## config.mk

```make
export PLATFORM = sky130hd
export DESIGN_NAME = dram_timing_ctrl_mb
export DESIGN_NICKNAME = d
export VERILOG_FILES = /design/src/rtl/dram_timing_ctrl_mb.sv
export SDC_FILE = /design/constraint.sdc
export NUM_CORES = 1
export LEC_CHECK = 0
export CAP_MARGIN = 20
export CORE_UTILIZATION = 40
export DETAILED_ROUTE_END_ITERATION = 6
export PLACE_DENSITY = 0.54
export SYNTH_ARGS = -nofsm -noshare
export SYNTH_HDL_FRONTEND = slang
export SYNTH_SLANG_ARGS = --single-unit
export TNS_END_PERCENT = 20
```

## constraint.sdc

```tcl
create_clock -name CLK -period 4.68 [get_ports CLK]
set_input_delay 0.468 -clock CLK [delete_from_list [all_inputs] [get_ports CLK]]
set_output_delay 0.468 -clock CLK [all_outputs]
set_load 0.01 [all_outputs]
```

## src/rtl/dram_timing_ctrl_mb.sv

```systemverilog
// rtl/dram_timing_ctrl_mb.sv - multi-bank DRAM timing window tracker and done-qualifier source
// Optional DRAM_TIMING_VIOL_CHK_EN adds a sticky timing_viol output flagging commands issued early.
module dram_timing_ctrl_mb #(
  parameter int NUM_BANKS = 4,
  parameter int CNT_W     = 8,
  parameter int T_RCD     = 4,
  parameter int T_RP      = 4,
  parameter int T_RAS     = 10,
  parameter int T_WR      = 4,
  parameter int T_WTR     = 3,
  parameter int T_RFC     = 30,
  parameter int T_REFI    = 1560,
  parameter int REFI_W    = 12,
  parameter int BURST_LEN = 4,
  localparam int BANK_W   = (NUM_BANKS > 1) ? $clog2(NUM_BANKS) : 1
) (
  input  logic                 CLK,
  input  logic                 nRST,
  input  logic                 cmd_valid,
  input  logic [2:0]           cmd_type,
  input  logic [BANK_W-1:0]    cmd_bank,
  output logic [NUM_BANKS-1:0] tACT_done,
  output logic [NUM_BANKS-1:0] tPRE_done,
  output logic [NUM_BANKS-1:0] tRAS_done,
  output logic [NUM_BANKS-1:0] tWR_done,
  output logic                 tRD_done,
  output logic                 tWRITE_done,
  output logic                 tWTR_done,
  output logic                 tREF_done,
  output logic                 rf_req,
  output logic                 rd_en,
  output logic                 wr_en,
`ifdef DRAM_TIMING_VIOL_CHK_EN
  output logic                 timing_viol,
`endif
  output logic                 clear
);

  localparam longint CNT_MAX = (64'd1 << CNT_W) - 1;

  if (T_RCD > CNT_MAX || T_RP > CNT_MAX || T_RAS > CNT_MAX || T_RFC > CNT_MAX ||
      BURST_LEN + T_WR > CNT_MAX || BURST_LEN + T_WTR > CNT_MAX) begin : g_cnt_overflow
    $error("dram_timing_ctrl_mb: a timing value does not fit CNT_W");
  end
  if (T_REFI > (64'd1 << REFI_W)) begin : g_refi_overflow
    $error("dram_timing_ctrl_mb: T_REFI does not fit REFI_W");
  end

  // Windows hold cycles-remaining-until-done, so done rises exactly T cycles after the command.
  localparam logic [CNT_W-1:0]  L_RCD   = CNT_W'(T_RCD - 1);
  localparam logic [CNT_W-1:0]  L_RP    = CNT_W'(T_RP - 1);
  localparam logic [CNT_W-1:0]  L_RAS   = CNT_W'(T_RAS - 1);
  localparam logic [CNT_W-1:0]  L_WRR   = CNT_W'(BURST_LEN + T_WR - 1);
  localparam logic [CNT_W-1:0]  L_WTR   = CNT_W'(BURST_LEN + T_WTR - 1);
  localparam logic [CNT_W-1:0]  L_RFC   = CNT_W'(T_RFC - 1);
  localparam logic [CNT_W-1:0]  L_BURST = CNT_W'(BURST_LEN);
  localparam logic [REFI_W-1:0] L_REFI  = REFI_W'(T_REFI - 1);

  function automatic logic [CNT_W-1:0] dec(input logic [CNT_W-1:0] c);
    return (c == '0) ? c : c - 1'b1;
  endfunction

  logic is_act, is_rd, is_wr, is_pre, is_ref;
  assign is_act = cmd_valid && (cmd_type == 3'd1);
  assign is_rd  = cmd_valid && (cmd_type == 3'd2);
  assign is_wr  = cmd_valid && (cmd_type == 3'd3);
  assign is_pre = cmd_valid && (cmd_type == 3'd4);
  assign is_ref = cmd_valid && (cmd_type == 3'd5);

  for (genvar g = 0; g < NUM_BANKS; g++) begin : g_bank
    logic [CNT_W-1:0] rcd, rp, ras, wrr;
    logic             hit;
    assign hit = (cmd_bank == BANK_W'(g));

    always_ff @(posedge CLK or negedge nRST) begin
      if (!nRST) begin
        rcd <= '0;
        rp  <= '0;
        ras <= '0;
        wrr <= '0;
      end else begin
        rcd <= (is_act && hit) ? L_RCD : dec(rcd);
        ras <= (is_act && hit) ? L_RAS : dec(ras);
        rp  <= (is_pre && hit) ? L_RP  : dec(rp);
        wrr <= (is_wr  && hit) ? L_WRR : dec(wrr);
      end
    end

    assign tACT_done[g] = (rcd == '0);
    assign tPRE_done[g] = (rp  == '0);
    assign tRAS_done[g] = (ras == '0);
    assign tWR_done[g]  = (wrr == '0);
  end

  logic [CNT_W-1:0]  rd_burst, wr_burst, wtr, rfc;
  logic [REFI_W-1:0] refi;

  always_ff @(posedge CLK or negedge nRST) begin
    if (!nRST) begin
      rd_burst <= '0;
      wr_burst <= '0;
      wtr      <= '0;
      rfc      <= '0;
      refi     <= '0;
      rf_req   <= 1'b0;
      clear    <= 1'b0;
    end else begin
      rd_burst <= is_rd  ? L_BURST : dec(rd_burst);
      wr_burst <= is_wr  ? L_BURST : dec(wr_burst);
      wtr      <= is_wr  ? L_WTR   : dec(wtr);
      rfc      <= is_ref ? L_RFC   : dec(rfc);
      // A reload on the last beat extends the window, so no end-of-burst pulse.
      clear    <= (rd_burst == CNT_W'(1) && !is_rd) || (wr_burst == CNT_W'(1) && !is_wr);
      if (is_ref) begin
        refi   <= '0;
        rf_req <= 1'b0;
      end else if (refi == L_REFI) begin
        refi   <= '0;
        rf_req <= 1'b1;
      end else begin
        refi   <= refi + 1'b1;
      end
    end
  end

  assign rd_en       = (rd_burst != '0);
  assign wr_en       = (wr_burst != '0);
  assign tRD_done    = !rd_en;
  assign tWRITE_done = !wr_en;
  assign tWTR_done   = (wtr == '0);
  assign tREF_done   = (rfc == '0);

`ifdef DRAM_TIMING_VIOL_CHK_EN
  logic viol_now;
  assign viol_now = ((is_act || is_rd || is_wr || is_pre || is_ref) && !tREF_done) ||
                    (is_act && !tPRE_done[cmd_bank]) ||
                    ((is_rd || is_wr) && !tACT_done[cmd_bank]) ||
                    (is_rd && !tWTR_done) ||
                    (is_pre && (!tRAS_done[cmd_bank] || !tWR_done[cmd_bank]));

  always_ff @(posedge CLK or negedge nRST) begin
    if (!nRST) begin
      timing_viol <= 1'b0;
    end else if (viol_now) begin
      timing_viol <= 1'b1;
    end
  end
`endif

endmodule

```

==> metrics.yaml <==
outcome: "finished clean"
grt_max_degree: 110
placed_area_mm2: 0.00991
fillers: 2113
fin_area_mm2: 0.0105
cap_violations: 0
finalHoldViolations: 0
syn2layout_area_growth_pct: 13.3
fmax_ghz: 0.312
dieArea_mm2: 0.0238
ys_seq_area_frac: 0.470
slew_headroom: 0.328
place_congestion: 0.759
viasPerCell: 5.14
drt_iter0_markers: 312
floorplan.initialDensity: 0.409
die_h_um: 154
syn_nets: 1026
syn_inst: 980
finalCritPeriodShare: 0.685
synth-main-ff-cell: "dfrtp_1"
cp.required_ns: 4.21
diodes: 0
vias: 6771
fin_worst_skew_ns: 0.0115
whs_ns: 0.166
drcViolationCount: 0
grt_pass1_wl_um: 30900
arrival_ns: 2.74
ios: 32
cts_tree: "yes"
postCtsSetupBuffers: 0
hold_buffers: 0
port_buffers: 31
wl_met2_um: 7840
cts-buffers-inserted: 17
synth-warning-count: 0
fp.dieW_um: 154
avgSynthCellArea_um2: 9.45
ys_top_cells_by_area: "dfrtp_1, nor2_1, xnor2_1, ha_1, nand2_1"
reg2reg_from: "wtr[0]"
p_leak_nw: 4.48
cts-htree-levels: 4
worstSetupEndpointType: "output port"
worstReg2RegEnd: "wtr[1]"
drive_above_1_share: 0.0669
wl_met1_um: 9100
cts_resized: 0
path_max_fanout: 6
rsz0062_at_grt: "no"
post-place-cells: 1285
rows: 55
syn-cell-area_mm2: 0.00926
yosys.area.top_type: "dfrtp_1"
crit_path_max_incr_delay_ns: 0.62
layout_commonest_cell: "dfrtp_1"
critPathKind: "reg -> out"
route.met3.wl_um: 378
grt_pass1_vias: 6575
clock-sinks: 174
synth_edf_count: 0
grt_usage: 0.158
final_core_util: 0.464
avgRoutedWirePerCell_um: 13.2
synth_cell_types: 51
fin_nets: 1065
fin_cells: 1317
highest_layer: "met4"
finalCriticalPeriod_ns: 3.21
power_density_mw_per_mm2: 666
layout_common_cells: "dfrtp_1, nor2_1, nand2_1"
ant_nets: 0
r2r_slack_ns: 2.58
synth_async_sr_flop_share: 1.00
dr.pass1.iters: 4
clock_latency_ns: 0.43
overflow: 0
crit_path_top_delay_cell: "clkdlybuf4s50_1"
r2r_cells: 6
antenna_found_initial: 0
critPathLaunchType: "register"
setup_violations: 0
yosys_register_bits: 174
clockBufferDepth: 2
routed_wl_um: 17400
clockRootBuffer: "clkbuf_16"
min_path_type: "in -> async"
final-max-slew-violation-count: 0
coreArea_mm2: 0.0226
crit_chain: "inv_1 > ha_1 > nor3b_1 > nand2_1 > inv_1 > clkdlybuf4s50_1"
crit_top_cell: "inv_1"
tightest_slew_ns: 1.00
clkSlewWorstSetupHoldPaths_ns: 0.07
ir_drop_mv: 0.247
hpwl_um: 11900
setup_tns_ns: 0
ff_latch_area_mm2: 0.00435
multi_input_area_mm2: 0.00461
synth_top_cell_area_share: 0.470
[logic make-up after synthesis]
| logic type | after synthesis | share of synthesized area |
|---|---|---|
| AOI/OAI and AO/OA | 139 | 0.0916 |
| xor gates and xnor gates | 81 | 0.0766 |
| adders and majority gates | 38 | 0.0513 |
| buffers and inverters | 79 | 0.0328 |
| DFF | 174 | 0.470 |
| muxes | 20 | 0.0222 |
| and+or+nand+nor | 449 | 0.255 |
[stage by stage]
stage	total power, mW	worst slack [ns]
CTS	7.08	1.47
detailed placement	5.60	1.83
floorplan	5.00	2.58
global placement	5.57	1.89
global route	7.67	1.12
finish	6.99	1.47
[sequential cells by signal (all words and copies together) (netlist names)]
register and count:
wtr 8, clear 1, g_bank.rp 32, g_bank.wrr 32
refi 12, rf_req 1, g_bank.rcd 32, rd_burst 8
g_bank.ras 32, rfc 8, wr_burst 8
[layout make-up]
type | count | share of cell area
Clock inverter | 14 | 0.0141
Tap cell | 285 | 0.0340
Sequential cell | 174 | 0.415
Inverter | 66 | 0.0237
Timing Repair Buffer | 33 | 0.0325
Clock buffer | 18 | 0.0418
Multi-Input combinational cell | 727 | 0.439
[cell usage after synthesis, types with 19 or more instances]
cell type  count
nor3_1        32
nand2_1       88
dfrtp_1      174
xnor2_1       61
a21oi_1       61
nand3_1       19
o21ai_0       22
or3_1         21
ha_1          38
nor2_1       146
nor4_1        23
inv_1         65
xor2_1        20
[worst max-delay path, delay by kind of cell (launching register included)]
kind / cells / cell delay [ns]
buffers and inverters: 3 / 0.92
DFF: 1 / 0.41
and+or+nand+nor: 2 / 0.81
adders and majority gates: 1 / 0.19
[routing by layer]
metal	vias to the layer above	GRT usage
met5	-	0
met4	0	0.0348
met3	9	0.0347
met2	57	0.251
met1	3221	0.220
li1	3484	-
[where the power goes]
group,internal (mW),switching [mW]
clock network,0.769,0.651
registers,2.25,0.763
logic,1.29,1.28
[worst max path at each step]
stage | slack, ns | end | cells after the start | startpoint
floorplan | 2.58 | tWR_done[2] | 5 | g_bank[2].wrr[0]
global placement | 1.89 | g_bank[0].wrr[6] | 5 | cmd_valid
detailed placement | 1.83 | g_bank[0].wrr[6] | 5 | cmd_valid
CTS | 1.47 | tWR_done[3] | 6 | g_bank[3].wrr[0]
global route | 1.12 | tPRE_done[0] | 6 | g_bank[0].rp[0]
finish | 1.47 | tWR_done[3] | 6 | g_bank[3].wrr[0]
Note: power is estimated with default switching activity, not from simulation.
